==> config.mk <==
export PLATFORM = sky130hd
export DESIGN_NAME = fb_rect_writer
export DESIGN_NICKNAME = d
export VERILOG_FILES = /design/src/rtl/fb_pkg.sv /design/src/rtl/fb_rect_writer.sv
export SDC_FILE = /design/constraint.sdc
export NUM_CORES = 1
export LEC_CHECK = 0
export BUFFER_PORTS_ARGS = -buffer_cell sky130_fd_sc_hd__buf_4
export CAP_MARGIN = 20
export CORE_MARGIN = 2
export CORE_UTILIZATION = 35
export DETAILED_ROUTE_END_ITERATION = 10
export PLACE_DENSITY = 0.61
export REMOVE_ABC_BUFFERS = 1
export SYNTH_ARGS = -nofsm -noshare
export SYNTH_HDL_FRONTEND = slang
export SYNTH_SLANG_ARGS = --single-unit
==> constraint.sdc <==
create_clock -name clk -period 10.13 [get_ports clk]
set_input_delay 1.5195 -clock clk [delete_from_list [all_inputs] [get_ports clk]]
set_output_delay 1.5195 -clock clk [all_outputs]
set_load 0.005 [all_outputs]
==> src/rtl/fb_pkg.sv <==
// Shared frame-buffer constants and writer FSM encoding.
// Also imported by the pixel readout path.
package fb_pkg;

    localparam int H_RES   = 800;
    localparam int V_RES   = 600;
    localparam int ADDR_W  = 19;
    localparam int PIX_W   = 12;
    localparam int COORD_W = 10;

    typedef enum logic [1:0] {
        S_IDLE  = 2'd0,
        S_SETUP = 2'd1,
        S_FILL  = 2'd2,
        S_DONE  = 2'd3
    } fb_state_t;

endpackage

==> src/rtl/fb_rect_writer.sv <==
// Rectangle-fill writer: clips a command to the screen and emits
// one row-major pixel write per cycle to the frame-buffer port.
module fb_rect_writer
    import fb_pkg::*;
(
    input  logic               clk,
    input  logic               rst,
    input  logic               cmd_valid,
    output logic               cmd_ready,
    input  logic [COORD_W-1:0] cmd_x,
    input  logic [COORD_W-1:0] cmd_y,
    input  logic [COORD_W-1:0] cmd_w,
    input  logic [COORD_W-1:0] cmd_h,
    input  logic [PIX_W-1:0]   cmd_color,
    input  logic               hold,
    output logic               wr_en,
    output logic [ADDR_W-1:0]  wr_addr,
    output logic [PIX_W-1:0]   wr_data,
    output logic               busy,
    output logic               done
);

    localparam int EW = COORD_W + 1;
    localparam logic [EW-1:0]     H_LIM  = EW'(H_RES);
    localparam logic [EW-1:0]     V_LIM  = EW'(V_RES);
    localparam logic [EW-1:0]     ONE    = EW'(1);
    localparam logic [ADDR_W-1:0] H_STEP = ADDR_W'(H_RES);

    fb_state_t state, state_d;

    logic [COORD_W-1:0] x_q, y_q, w_q, h_q;
    logic [PIX_W-1:0]   color_q;
    logic [EW-1:0]      w_clip, h_clip;
    logic [EW-1:0]      col, row;
    logic [ADDR_W-1:0]  row_base;

    logic [EW-1:0] x_ext, y_ext, w_ext, h_ext;
    logic [EW-1:0] w_room, h_room, w_fit, h_fit;
    logic          is_empty, last_col, last_row, step;

    // 11-bit arithmetic so H_RES - x never wraps for x near the edge
    assign x_ext  = {1'b0, x_q};
    assign y_ext  = {1'b0, y_q};
    assign w_ext  = {1'b0, w_q};
    assign h_ext  = {1'b0, h_q};
    assign w_room = H_LIM - x_ext;
    assign h_room = V_LIM - y_ext;
    assign w_fit  = (w_ext < w_room) ? w_ext : w_room;
    assign h_fit  = (h_ext < h_room) ? h_ext : h_room;

    assign is_empty = (x_ext >= H_LIM) | (y_ext >= V_LIM)
                    | (w_q == '0) | (h_q == '0);

    assign last_col = (col == w_clip - ONE);
    assign last_row = (row == h_clip - ONE);
    assign step     = (state == S_FILL) & ~hold;

    assign wr_en   = step & ~rst;
    assign wr_addr = row_base + ADDR_W'(x_q) + ADDR_W'(col);
    assign wr_data = color_q;

    always_ff @(posedge clk) begin
        if (rst) state <= S_IDLE;
        else     state <= state_d;
    end

    always_comb begin
        state_d   = state;
        cmd_ready = 1'b0;
        busy      = 1'b1;
        done      = 1'b0;
        unique case (state)
            S_IDLE: begin
                cmd_ready = 1'b1;
                busy      = 1'b0;
                if (cmd_valid) state_d = S_SETUP;
            end
            S_SETUP: begin
                state_d = is_empty ? S_DONE : S_FILL;
            end
            S_FILL: begin
                if (step && last_col && last_row) state_d = S_DONE;
            end
            S_DONE: begin
                done    = ~rst;
                state_d = S_IDLE;
            end
            default: state_d = S_IDLE;
        endcase
    end

    always_ff @(posedge clk) begin
        if (rst) begin
            x_q      <= '0;
            y_q      <= '0;
            w_q      <= '0;
            h_q      <= '0;
            color_q  <= '0;
            w_clip   <= '0;
            h_clip   <= '0;
            col      <= '0;
            row      <= '0;
            row_base <= '0;
        end else begin
            if (state == S_IDLE && cmd_valid) begin
                x_q     <= cmd_x;
                y_q     <= cmd_y;
                w_q     <= cmd_w;
                h_q     <= cmd_h;
                color_q <= cmd_color;
            end
            if (state == S_SETUP) begin
                w_clip   <= w_fit;
                h_clip   <= h_fit;
                col      <= '0;
                row      <= '0;
                row_base <= ADDR_W'(y_q) * H_STEP;
            end
            if (step) begin
                if (last_col) begin
                    col      <= '0;
                    row      <= row + ONE;
                    row_base <= row_base + H_STEP;
                end else begin
                    col <= col + ONE;
                end
            end
        end
    end

endmodule

Word level (Yosys, flattened, before mapping)

Index checks and enable logic that the tools add are counted.
W data, S select, Z words.

Input port bits: 56
Word-level logic and storage cells: 65
Output and inout port bits: 35
Bits in registers: 117

Multiply operators: 1
Bitwise logic cells: 7
$lt $le $gt $ge: 4
Reduce and logical (&&, ||, !) cells: 8
Add/sub/neg operators: 9
Mux-type cells: 18
Equality and inequality tests: 7

Operator list:

| kind                     | count |
|---|---|
| $mux W11                 | 8 |
| $mux W19                 | 3 |
| $add A11 B1 Y11 const B  | 2 |
| $eq A11 B11 Y1           | 2 |
| $lt A10 B11 Y1           | 2 |
| $sub A10 B10 Y11 const A | 2 |
| $sub A11 B1 Y11 const B  | 2 |
| $ge A10 B10 Y1 const B   | 2 |
| $logic_not A10 Y1        | 2 |
| $add A19 B10 Y19         | 1 |
| $add A19 B10 Y19 const B | 1 |
| $add A19 B11 Y19         | 1 |
| $mul A10 B5 Y14 const B  | 1 |
| $pmux W2 S4              | 1 |
| $eq A2 B2 Y1 const B     | 2 |
| $mux W1                  | 4 |
| $mux W2                  | 2 |
| $logic_and A1 B1 Y1      | 3 |
| $or A1 B1 Y1             | 3 |
| $and A1 B1 Y1            | 2 |
| $eq A2 B1 Y1 const B     | 1 |
| $logic_not A2 Y1         | 1 |
| $ne A2 B1 Y1 const B     | 1 |
| $ne A2 B2 Y1 const B     | 1 |
| other kinds (3)          | 4 |

Depth between registers and ports, before layout

Depth in word-level cells: 6
Mapped depth: 15
Gate-level depth less buffers: 15

Least setup slack after synthesis

No wires, ideal clock.

Kind: reg2out
From: register col[2]
To: output wr_addr[16]
Cell stages (with the launch flop): 11
Buffers on the path: 0
Slack: 5736 ps
Required time: 8611 ps
Data arrival time: 2875 ps
Cells stage by stage: dfxtp_1 fa_1 ha_1 a21o_1 a21oi_1 nor2b_1 o21a_1 a41o_1 o41ai_1 nor3_1 xor2_1

Word-level cells in the longest chain between the ends: 1

RTL lines:

| what                   | RTL line              | source |
|---|---|---|
| start, declared        | fb_rect_writer.sv:34  | `logic [EW-1:0] col, row;` |
| start signal, assigned | fb_rect_writer.sv:125 | `col <= col + ONE;` |
| $add A19 B11 Y19       | fb_rect_writer.sv:59  | `assign wr_addr = row_base + ADDR_W'(x_q) + ADDR_W'(col);` |
| end, declared          | fb_rect_writer.sv:17  | `output logic [ADDR_W-1:0] wr_addr,` |

Every way passes these cells.

Worst setup path after layout

Same ends and word-level chain as after synthesis.

==> reports/qor.yml <==
outcome:
  outcome: "completed"
placed_design:
  pre_cts_slack_ns: 5.20
  placed_area_sq_um: 8990
  gp_congestion: 0.822
  place_hpwl_um: 15600
  portBuffers: 90
critical_path:
  path_cells: "fa_1 > ha_1 > a21o_1 > a21oi_1 > nor2b_1 > o21a_1 > a41o_1 > o41ai_1 > nor3_1 > xor2_1 > buf_4"
  crit_family: "compound AO/OA/AOI/OAI gates"
  worstPathRequired_ns: 8.61
  slowest_stage: "o41ai_1"
  crit_buf_inv: 1
  startpoint_type: "register"
  critPathMaxStageDelay_ns: 0.71
  cp-end-kind: "output port"
  r2r_cells: 8
  setup.worst_path.class: "reg -> out"
  cp.arrival_ns: 3.89
  regToRegSetupSlack_ns: 6.24
  r2r_end: "row_base[17]"
  critPathMaxFanout: 9
  reg2reg_from: "w_clip[0]"
grt:
  grt-ovfl-total: 0
  grt_pass1_vias: 6636
  grt_pass1_wl_um: 34200
  grt_max_degree: 56
  antenna_found_initial: 0
  track_usage_pct: 17.5
die:
  die_w_um: 156
  num_rows: 55
  core_sq_um: 22600
  start_util_pct: 35.6
  die-height_um: 156
  io_pins: 91
  dieArea_sq_um: 24300
power:
  ir_drop_mv: 0.119
  power.density_nw_per_um2: 229
  leakage_nw: 4.14
clock_network:
  clockBufferDepth: 2
  clkTransAtPathRegs_ns: 0.06
  cts_sinks: 117
  clk_latency_ns: 0.42
  cts_buffers: 17
  root_buffer: "clkbuf_16"
  cts_tree: "done"
  cts_hold_buffers: 0
  post_cts_resized: 0
  htreeDepth: 4
  cts_setup_buffers: 0
synth:
  synthFlopType: "dfxtp_1"
  ys_async_sr_fraction_pct: 0
  syn-instance-count: 1007
  ys_warn_count: 0
  syn_area_per_cell_sq_um: 8.01
  ys_types: 62
  synth_area_sq_um: 8070
  seq_area_frac_synth_pct: 29.0
  synth_edf_count: 0
  synth_seq_cells: 117
detailed_routing:
  num_vias: 7230
  viasPerCell: 5.24
  dr.pass1.iters: 5
  routed_wl_um: 20900
  drtAntennaViolNets: 0
  drc: 0
  drt_iter0_drc: 411
  post_drt_wl_per_cell_um: 15.2
cells_and_area:
  drive_gt1_share_pct: 13.3
  diodes: 0
  final_area_sq_um: 9580
  syn_to_final_growth_pct: 18.8
  fin_util_pct: 42.3
  final_cell_mix: "nand2_1, dfxtp_1, buf_4, ha_1, a21oi_1"
  nets: 1235
  mostFrequentLayoutCell: "nand2_1"
flow_run:
  cap_violations: 0
timing:
  skew_ns: 0.00951
  finalSetupTns_ns: 0
  setup_viol: 0
  worst_pin_slew_ns: 0.994
  finalHoldViolCount: 0
  slew_headroom_pct: 33.2
  finalCritPeriodShare_pct: 53.4
  timing.fmax_mhz: 185
  rsz0062_at_grt: "false"
  timing.final.ws_setup_ns: 4.72
  post-route-min-period_ns: 5.41
  maxSlewViolCount: 0
hold_path:
  min_path_cells: 2
  min_path_type: "reg -> reg"
  min_to: "wr_data[2]"
  hp-start: "wr_data[2]"
## area by class of cell
class / instances / area [sq um]
Inverter: 67 / 251
Clock inverter: 14 / 130
Tap cell: 285 / 357
Sequential cell: 117 / 2340
Clock buffer: 18 / 439
Timing Repair Buffer: 98 / 748
Fill cell: 2247 / 13100
Multi-Input combinational cell: 780 / 5320
## metrics by stage
step | power, mW | std cells | hold slack, ns
after floorplan | 1.31 | 964 | 0.447
final | 2.20 | 1379 | 0.453
after global routing | 2.38 | 1379 | 0.473
after global placement | 1.61 | 1346 | 0.443
after CTS | 2.21 | 1378 | 0.457
after detailed placement | 1.62 | 1346 | 0.448
## worst register-to-register path, cell delays in order (launching register included)
cell and delay (ns):
dfxtp_1 0.36, or4_1 0.69, or4_1 0.44, o32a_1 0.33
a2111o_1 0.52, or3_1 0.50, a21oi_1 0.65, o211ai_1 0.20
o311ai_1 0.11
## cells by family after synthesis
| family | after synthesis | share of synthesized area (%) |
|---|---|---|
| AND/OR/NAND/NOR | 368 | 21.8 |
| AO/OA/AOI/OAI | 227 | 17.5 |
| flip-flops | 117 | 29.0 |
| buffers and inverters | 110 | 5.15 |
| adder cells (fa/ha/maj) | 98 | 16.7 |
| XOR/XNOR | 71 | 7.71 |
| multiplexers | 16 | 2.12 |
## how the worst max path moves through the flow
stage	start	end	slack [ns]	cells past startpoint
after floorplan	col[2]	wr_addr[16]	5.74	10
after global placement	col[2]	wr_addr[18]	5.24	11
after detailed placement	col[2]	wr_addr[16]	5.20	11
after CTS	col[2]	wr_addr[16]	4.73	11
after global routing	col[0]	wr_addr[13]	4.46	15
final	col[2]	wr_addr[16]	4.72	11
## state kept, by name, indices dropped and copies added, names as in the netlist
register	cells
h_q	10
h_clip	11
w_clip	11
y_q	10
wr_data	12
w_q	10
col	11
row	11
row_base	19
x_q	10
state	2
## cells in the mapped netlist (3+ instances only)
library cell / instances / area share [%]
xnor2_1: 43 / 4.7
and3_1: 11 / 0.85
a2111oi_0: 3 / 0.33
o32ai_1: 3 / 0.33
nor4_1: 9 / 0.70
nand2b_1: 20 / 1.6
a21oi_1: 81 / 5.0
a211oi_1: 19 / 1.8
a21o_1: 11 / 1.0
nor3_1: 16 / 0.99
inv_1: 67 / 3.1
nor2b_1: 14 / 1.1
a311oi_1: 5 / 0.54
nand3_1: 20 / 1.2
nand3b_1: 6 / 0.56
nand2_1: 159 / 7.4
dfxtp_1: 117 / 29
nor3b_1: 5 / 0.47
mux2_2: 9 / 1.3
o211ai_1: 4 / 0.37
o21a_1: 3 / 0.28
and2_1: 14 / 1.1
o21ai_0: 46 / 2.9
mux2i_1: 7 / 0.87
o41ai_1: 3 / 0.33
clkbuf_1: 38 / 1.8
o2111ai_1: 4 / 0.43
buf_1: 3 / 0.14
a31oi_1: 15 / 1.2
nor2_1: 60 / 2.8
a221oi_1: 5 / 0.54
ha_1: 82 / 13
o22ai_1: 5 / 0.39
xor2_1: 28 / 3.0
or3_1: 5 / 0.39
or2_2: 3 / 0.23
fa_1: 16 / 4.0
or4_1: 10 / 0.93
nand4_1: 9 / 0.70
## power breakdown
part | switching (mW) | leakage (nW) | total, mW | internal [mW]
Combinational | 0.546 | 2.93 | 0.967 | 0.421
Sequential | 0.110 | 0.954 | 0.649 | 0.538
Clock | 0.238 | 0.265 | 0.584 | 0.345
## metal layers
| layer | share of wire (%) | vias to the layer above | GRT usage, % |
|---|---|---|---|
| met5 | 0 | - | 0 |
| met4 | 1.5 | 0 | 5.11 |
| met3 | 2.8 | 20 | 2.78 |
| met2 | 47 | 114 | 27.9 |
| met1 | 49 | 3433 | 24.3 |
| li1 | - | 3663 | - |
(Power assumes the default switching activity.)
